## config.mk

```make
export PLATFORM = sky130hd
export DESIGN_NAME = lpffir_csa_acc
export DESIGN_NICKNAME = d
export VERILOG_FILES = /design/src/rtl/lpffir_csa_acc.sv
export SDC_FILE = /design/constraint.sdc
export NUM_CORES = 1
export LEC_CHECK = 0
export ABC_AREA = 1
export CORE_AREA = 2 2 105 107
export CTS_BUF_LIST = sky130_fd_sc_hd__clkbuf_8 sky130_fd_sc_hd__clkbuf_16
export CTS_CLUSTER_SIZE = 20
export DETAILED_ROUTE_END_ITERATION = 7
export DIE_AREA = 0 0 107 109
export GPL_TIMING_DRIVEN = 0
export SETUP_SLACK_MARGIN = 0.02
export SYNTH_ARGS = -nofsm -noshare
export SYNTH_HDL_FRONTEND = slang
export SYNTH_SLANG_ARGS = --single-unit
```

## constraint.sdc

```tcl
create_clock -name clk_i -period 2.5 [get_ports clk_i]
set_input_delay 0.5 -clock clk_i [delete_from_list [all_inputs] [get_ports clk_i]]
set_output_delay 0.5 -clock clk_i [all_outputs]
set_load 0.1 [all_outputs]
```

## src/rtl/lpffir_csa_acc.sv

```systemverilog
// Carry-save tap-sum accumulator with bit-serial sum+carry resolution and a valid/ready result port.
// Optional output saturation: define LPFFIR_ACC_SAT_EN.
module lpffir_csa_acc #(
    parameter int W  = 16,
    parameter int AW = 20,
    parameter int OW = 16
) (
    input  logic          clk_i,
    input  logic          rst_i,
    input  logic          in_valid_i,
    output logic          in_ready_o,
    input  logic [W-1:0]  in_data_i,
    input  logic          in_last_i,
    output logic          out_valid_o,
    input  logic          out_ready_i,
    output logic [OW-1:0] out_data_o,
    output logic          busy_o
);

    typedef enum logic [1:0] {IDLE, ACCUM, RESOLVE, DONE} state_t;

    localparam int CW = $clog2(AW + 1);

    state_t               state_q, state_d;
    logic [AW-1:0]        s_q, c_q, r_q;
    logic                 cy_q;
    logic [CW-1:0]        cnt_q;
    logic signed [AW-1:0] x;
    logic [AW-2:0]        maj;
    logic                 accept, res_done, sum_bit, cy_d;
    logic [OW-1:0]        res;

`ifdef LPFFIR_ACC_SAT_EN
    localparam logic signed [AW-1:0] SAT_MAX = {{(AW-OW+1){1'b0}}, {(OW-1){1'b1}}};
    localparam logic signed [AW-1:0] SAT_MIN = {{(AW-OW+1){1'b1}}, {(OW-1){1'b0}}};
    logic signed [AW-1:0] r_s;
`endif

    always_comb begin
        in_ready_o  = (state_q == IDLE) || (state_q == ACCUM);
        out_valid_o = (state_q == DONE);
        busy_o      = (state_q != IDLE);
        accept      = in_valid_i && in_ready_o;
        res_done    = (cnt_q == CW'(AW));
        x           = AW'($signed(in_data_i));
        // Bit AW-1 of the majority would carry out of the word, so it is never formed.
        maj         = (s_q[AW-2:0] & c_q[AW-2:0]) | (s_q[AW-2:0] & x[AW-2:0]) |
                      (c_q[AW-2:0] & x[AW-2:0]);
        sum_bit     = s_q[0] ^ c_q[0] ^ cy_q;
        cy_d        = (s_q[0] & c_q[0]) | (s_q[0] & cy_q) | (c_q[0] & cy_q);
    end

    always_comb begin
        res = r_q[OW-1:0];
`ifdef LPFFIR_ACC_SAT_EN
        r_s = r_q;
        if (r_s > SAT_MAX)
            res = SAT_MAX[OW-1:0];
        else if (r_s < SAT_MIN)
            res = SAT_MIN[OW-1:0];
`endif
    end

    always_comb begin
        state_d = state_q;
        unique case (state_q)
            IDLE:    if (accept) state_d = in_last_i ? RESOLVE : ACCUM;
            ACCUM:   if (accept && in_last_i) state_d = RESOLVE;
            RESOLVE: if (res_done) state_d = DONE;
            DONE:    if (out_ready_i) state_d = IDLE;
            default: state_d = IDLE;
        endcase
    end

    always_ff @(posedge clk_i) begin
        if (rst_i)
            state_q <= IDLE;
        else
            state_q <= state_d;
    end

    always_ff @(posedge clk_i) begin
        if (rst_i) begin
            s_q        <= '0;
            c_q        <= '0;
            r_q        <= '0;
            cy_q       <= 1'b0;
            cnt_q      <= '0;
            out_data_o <= '0;
        end else if (accept) begin
            s_q <= s_q ^ c_q ^ x;
            c_q <= {maj, 1'b0};
        end else if (state_q == RESOLVE) begin
            if (!res_done) begin
                // LSB-first ripple: one full adder, result fills R from the top.
                r_q   <= {sum_bit, r_q[AW-1:1]};
                cy_q  <= cy_d;
                s_q   <= {1'b0, s_q[AW-1:1]};
                c_q   <= {1'b0, c_q[AW-1:1]};
                cnt_q <= cnt_q + CW'(1);
            end else begin
                out_data_o <= res;
            end
        end else if (state_q == DONE && out_ready_i) begin
            s_q   <= '0;
            c_q   <= '0;
            r_q   <= '0;
            cy_q  <= 1'b0;
            cnt_q <= '0;
        end
    end

endmodule
```

==> impl_results.md, run 1 <==
* Seq cells post-synth at 84
* Switching power at 0.00283 W
* Share of the synthesized area in the top cell type at 36.2%
* CTS Buffer Depth at 2
* Htree depth at 3
* Starting Density at 43.8%
* Routability Congestion at 0.832
* Max VDD drop at 467 µV
* Iteration count of the initial detailed-routing pass at 4
* Non-filler cells, final at 886
* Maximum clock rate at 426 MHz
* Largest family of logic cells by synthesized area: simple AND/OR/NAND/NOR gates
* Critical path arrival at around 1.9 ns
* Synth Area per Inst at around 6.7 µm²
* Clock Power Share at between 10% and 20%
* DRC at 0
* Syn. warnings at 0
* Clock transition at path regs at 0.09 ns
* Die span in y at 109 µm
* Compound-Gate Fraction of Synth Area at 6.01%
* Max-slew violation count at 0
* Synth area leader: dfxtp_1
* Actual slew at the worst max-slew pin at 0.974 ns
* Top-count cell post-synth: nand2_1
* Slowest stage cell, crit path: clkdlybuf4s50_1
* I/O pin count at 40
* Die width at 107 µm
* Post-Synth Adder-Cell Area at 10.5%
* Syn_nets at 740
* Crit path time final at about 2.3 ns
* Clock buffer count from CTS at 9
* Final Util at between 50% and 60%
* Post-CTS Hold Fix Bufs at 0
* Synth cell types at 24
* CTS tree: built
* Switch share at 46.6%
* Fraction of layout cells with a size suffix above 1 at 6.70%
* R2R Path Start: state_q[0]$_SDFFE_PP0P_
* Min-delay worst type: flop to flop
* Static leakage at about 2.6 nW
* Initial antenna violation count at 0
* Layout filler cell count at 1056
* Fin. Hold Viols at 0
* RSZ-0062 raised after global routing: false
* Max_slew headroom at 34.8%
* Crit. End Element: primary output
* Final worst-path cycle share at 94.0%
* Sum of buffers and inverters on the critical path at 1
* Post-CTS Repair Setup Buffers at 0
* Status: completed
* # clock sinks at 84
* Top cells by area, synth: dfxtp_1 (36%), nand2_1 (15%), nor2_1 (11%)
* Final nets at 790
* Fraction of registers with async set/reset at 0%
* Crit path max fanout at 2
* Worst min-delay path startpoint: r_q[16]$_SDFFE_PP0P_
* Required @ worst endpoint at 2.00 ns
* Antenna Nets Post-Route at 0
* XOR/XNOR Fraction of Synth Area at 0%
* CTS Root Cell: clkbuf_8
* Category of the critical setup timing path: flop to primary output
* Syn-to-layout area delta at 16.1%
* Drt wl/cell at 12.6 µm
* Worst skew pair latency at 0.37 ns
* Final Cell Area at 0.00539 mm²
* Post-synth EDFFs at 0
* Full die area at about 0.012 mm²
* Part of the power in combinational logic at 49.2%
* Maxcap violations at 0
* Vias/cell at 4.81
* Vias at 4263
* # port buffers at 39
* Power Density at between 1000 and 1500 mW/mm²
* Post-Synth Simple-Gate Area at 36.1%
* Commonest cells in the netlist: nand2_1 (182), nor2_1 (135), dfxtp_1 (84), nand3_1 (84), inv_1 (74)
* Clk_skew at roughly 0.0092 ns
* Max incr delay on CP at 1.14 ns
* Total grt overflow at 0
* Crit path from: out_data_o[2]$_SDFFE_PP0P_
* Sequential area share after synthesis at 36.2%
* Mux contribution to synthesized area at 0%
* Placed cell areas at between 0.005 and 0.006 mm²
* First-pass GRT wire length at 19.3 mm
* CP top delay family: buffers and inverters
* GRT Resource Usage Total at 21.0%
* Startpoint Class: flop
* Violation count after the first detailed-route iteration at around 200
* Number of global-route vias before repair at roughly 4000
* Core Rows at 38
* Post-Route Setup TNS at 0 ns
* HPWL after DPL at 7.92 mm
* Synth Instances at 692
* Post-Syn Area at 0.00464 mm²
* R2r setup slk at 0.43 ns
* Core area at 0.0106 mm²
* Post-synth top flop: dfxtp_1
* Ant. Diodes at 0
* Pin count of the biggest net entering global routing at 15
* Sequential power share at 36.3%
* Worst-path cell chain: clkdlybuf4s50_1
* Inst Count DP at a little under 900
* WL final at 11.2 mm
* Pint at between 0.003 and 0.004 W
* Final Setup Violations at 0
-- cells in the final DEF (no fill, tap or decap), drive strengths merged, types with 3 or more instances in the layout --
cell	instances
nand2	182
nor2	137
nand3	85
dfxtp	84
inv	76
clkdlybuf4s50	36
a21oi	33
buf	29
clkbuf	22
fa	20
o21ai	19
ha	7
clkinvlp	4
nand4	3
clkinv	3
-- stage by stage --
stage               worst slack (ns)  total power (W)  hold slack, ns
floorplan                      0.135          0.00450           0.455
global placement              0.0606          0.00514           0.469
detailed placement            0.0359          0.00524           0.481
CTS                            0.117          0.00612           0.502
global route                  0.0849          0.00668           0.533
finish                         0.151          0.00607           0.498
-- final cells by class --
type	count	area, µm²	area share [%]
multi-input combinational	489	2450	45.5
timing repair buffer	39	392	7.27
tap	140	175	3.25
inverter	77	293	5.43
clock inverter	6	43.8	0.812
buffer	42	230	4.27
clock buffer	9	124	2.30
sequential	84	1680	31.2
-- cell families after synthesis --
family / after synthesis
fa+ha+maj: 27
buf+inv: 119
simple gates: 409
flops: 84
compound gates: 53
-- power groups by stage --
stage | sequential, W | clock [W] | combinational, W
finish | 0.00221 | 0.000878 | 0.00299
global route | 0.00228 | 0.000947 | 0.00345
CTS | 0.00220 | 0.000902 | 0.00301
detailed placement | 0.00224 | 0 | 0.00300
global placement | 0.00222 | 0 | 0.00293
floorplan | 0.00212 | 0 | 0.00237
-- sequential cells by signal, indices dropped and copies added (netlist names) --
name / flops
cy_q: 1
state_q: 2
c_q: 20
s_q: 20
out_data_o: 16
cnt_q: 5
r_q: 20
-- metal layers --
metal | track usage (%) | vias up | routed length [µm]
li1 | - | 2215 | -
met2 | 37.2 | 67 | 5610
met3 | 4.12 | 8 | 360
met5 | 0 | - | 0
met1 | 26.2 | 1973 | 5100
met4 | 5.84 | 0 | 108
-- worst paths after layout --
kind | to | depth (start not counted)
hold / removal | r_q[15]$_SDFFE_PP0P_ | 2
setup / recovery | out_data_o[2] | 1
setup reg to reg | s_q[4]$_SDFFE_PP0P_ | 10
hold reg to reg | r_q[15]$_SDFFE_PP0P_ | 2
-- timing repair --
action	in CTS	in global routing
endpoints found under the setup margin	3	0
endpoints found under the hold margin	0	0
gates resized for setup	7	0
(Power assumes the default switching activity.)
==> run 2: changes to the inputs <==
--- a/config.mk
+++ b/config.mk
@@ -6,11 +6,11 @@
 export NUM_CORES = 1
 export LEC_CHECK = 0
 export ABC_AREA = 1
-export CORE_AREA = 2 2 105 107
+export CORE_AREA = 2 2 85 148
 export CTS_BUF_LIST = sky130_fd_sc_hd__clkbuf_8 sky130_fd_sc_hd__clkbuf_16
 export CTS_CLUSTER_SIZE = 20
 export DETAILED_ROUTE_END_ITERATION = 7
-export DIE_AREA = 0 0 107 109
+export DIE_AREA = 0 0 87 150
 export GPL_TIMING_DRIVEN = 0
 export SETUP_SLACK_MARGIN = 0.02
 export SYNTH_ARGS = -nofsm -noshare
==> run 2 against run 1 <==
Worst setup slack improved by 0.026 ns. Clock-buffer cell count is 1 higher. Fmax increased by 1.1%. Routed wire length rose by 2.2%. Cell count is 0.23% lower. Cell area up 2.3%. Global-route usage fell by 2.0 points. Sequential cell count unchanged. Clock skew is 0.0016 ns lower. Register-to-register slack improved by 0.11 ns. Largest power group unchanged.
==> impl_results.md, run 2 (synthesis gave the netlist of run 1 again) <==
* Status: completed (unchanged)
* Maximum clock rate at 430 MHz (was 426 MHz)
* Setup Slack @ Placement at 0.0225 ns (was 0.0359 ns)
* Number of global-route vias before repair at 4274 (was 4013)
* Inst Count DP at 868 (was 871)
* Maxcap violations at 0 (unchanged)
* Required @ worst endpoint at 2.00 ns (about the same)
* # clock sinks at 84 (unchanged)
* Fin. Hold Viols at 0 (unchanged)
* Max-slew violation count at 0 (unchanged)
* Crit path time final at 2.32 ns (was 2.35 ns)
* Static leakage at 2.70 nW (was 2.62 nW)
* Hold WS at 0.493 ns (was 0.498 ns)
* Total grt overflow at 0 (unchanged)
* Final worst-path cycle share at 92.9% (was 94.0%)
* Crit path max fanout at 2 (unchanged)
* Htree depth at 3 (unchanged)
* Category of the critical setup timing path: flop to primary output (unchanged)
* GRT Resource Usage Total at 19.0% (was 21.0%)
* PnR worst setup slack at 0.177 ns (was 0.151 ns)
* Final nets at 790 (unchanged)
* DRC at 0 (unchanged)
* I/O pin count at 40 (unchanged)
* First-pass GRT wire length at 19.7 mm (was 19.3 mm)
* Iteration count of the initial detailed-routing pass at 4 (unchanged)
* Full die area at 0.0131 mm² (was 0.0117 mm²)
* Leading cell type in the layout, fill and taps excluded: nand2_1 (unchanged)
* RSZ-0062 raised after global routing: false (unchanged)
* Post-CTS Repair Setup Buffers at 0 (unchanged)
* Overall Power at 0.00654 W (was 0.00607 W)
* Die span in y at 150 µm (was 109 µm)
* WL final at 11.4 mm (was 11.2 mm)
* Antenna Nets Post-Route at 0 (unchanged)
* Max_slew headroom at 34.6% (was 34.8%)
* Top Registers: c_q (20), r_q (20), s_q (20) (unchanged)
* Sum of buffers and inverters on the critical path at 1 (unchanged)
* HPWL after DPL at 8.66 mm (was 7.92 mm)
* Vias at 4237 (was 4263)
* Routability Congestion at 0.801 (was 0.832)
* Worst-path cell chain: clkdlybuf4s50_1 (unchanged)
* Power Density at 1190 mW/mm² (was 1130 mW/mm²)
* Clk_skew at 0.00767 ns (was 0.00923 ns)
* CP top delay family: buffers and inverters (unchanged)
* Non-filler cells, final at 884 (was 886)
* Drt wl/cell at 12.9 µm (was 12.6 µm)
* Actual slew at the worst max-slew pin at 0.978 ns (was 0.974 ns)
* Core Rows at 53 (was 38)
* Startpoint Class: flop (unchanged)
* Clock buffer count from CTS at 9 (unchanged)
* Crit. End Element: primary output (unchanged)
* Initial antenna violation count at 0 (unchanged)
* Slowest stage cell, crit path: clkdlybuf4s50_1 (unchanged)
* Fraction of layout cells with a size suffix above 1 at 6.56% (was 6.70%)
* CTS Root Cell: clkbuf_16 (was clkbuf_8)
* Violation count after the first detailed-route iteration at 126 (was 197)
* Syn-to-layout area delta at 18.8% (was 16.1%)
* Post-CTS Hold Fix Bufs at 0 (unchanged)
* Final Setup Violations at 0 (unchanged)
* Clock transition at path regs at 0.06 ns (was 0.09 ns)
* Die width at 87 µm (was 107 µm)
* Most frequent cells in the layout: nand2_1 (181), nor2_1 (135), nand3_1 (84), dfxtp_1 (84), inv_1 (76) (was nand2_1 (181), nor2_1 (135), nand3_1 (84), dfxtp_1 (84), inv_1 (74))
* Max VDD drop at 451 µV (was 467 µV)
* Critical path arrival at 1.82 ns (was 1.85 ns)
* Pin count of the biggest net entering global routing at 14 (was 15)
* Worst skew pair latency at 0.34 ns (was 0.37 ns)
* Vias/cell at 4.79 (was 4.81)
* CTS Buffer Depth at 2 (unchanged)
* Core area at 0.0119 mm² (was 0.0106 mm²)
* # port buffers at 39 (unchanged)
* Min-delay worst type: flop to flop (unchanged)
* Max incr delay on CP at 1.14 ns (about the same)
* Starting Density at 39.1% (was 43.8%)
* CTS tree: built (unchanged)
* Post-Route Setup TNS at 0 ns (unchanged)
* Ant. Diodes at 0 (unchanged)
==> run 2: worst paths after layout <==
check | from | endpoint | slack, ns | cells past startpoint
max | out_data_o[15]$_SDFFE_PP0P_ | out_data_o[15] | 0.18 | 1
min | r_q[19]$_SDFFE_PP0P_ | r_q[18]$_SDFFE_PP0P_ | 0.49 | 2
max reg2reg | state_q[0]$_SDFFE_PP0P_ | c_q[6]$_SDFFE_PP0P_ | 0.54 | 10
min reg2reg | r_q[19]$_SDFFE_PP0P_ | r_q[18]$_SDFFE_PP0P_ | 0.49 | 2
==> run 2: routing by layer <==
layer	track usage, %	part of all wire (%)	vias up
li1	-	-	2228
met5	0	0	-
met1	19.3	39	1939
met2	37.0	56	53
met3	2.98	2.3	17
met4	7.89	2.2	0
==> run 2: worst min-delay path: stages, from the launching register on <==
cell	delay, ns
dfxtp_1	0.32
a21oi_1	0.06
nor2_1	0.07
==> run 2: repair_timing <==
action	CTS	global route
endpoints found under the setup margin	3	0
endpoints found under the hold margin	0	0
gates resized for setup	7	0
==> run 2: cell type report <==
class                   instances  area (µm²)
clock inverters                 6        57.6
inverters                      77         293
flip-flops and latches         84        1680
plain buffers                  42         230
clock buffers                  10         239
well taps                     137         171
fillers                      1216        6350
repair buffers                 39         392
multi-input cells             489        2450
==> run 2: where the power goes <==
| part | internal, W | switching (W) | total (W) |
|---|---|---|---|
| Combinational | 0.00112 | 0.00189 | 0.00300 |
| Clock | 0.000792 | 0.000537 | 0.00133 |
| Sequential | 0.00179 | 0.000420 | 0.00221 |
==> run 2: per-stage QoR <==
stage	util [%]	area, µm²
6_report	46.5	5520
5_1_grt	46.5	5520
4_1_cts	46.5	5520
3_5_place_dp	44.0	5220
3_3_place_gp	44.0	5220
2_1_floorplan	-	4660
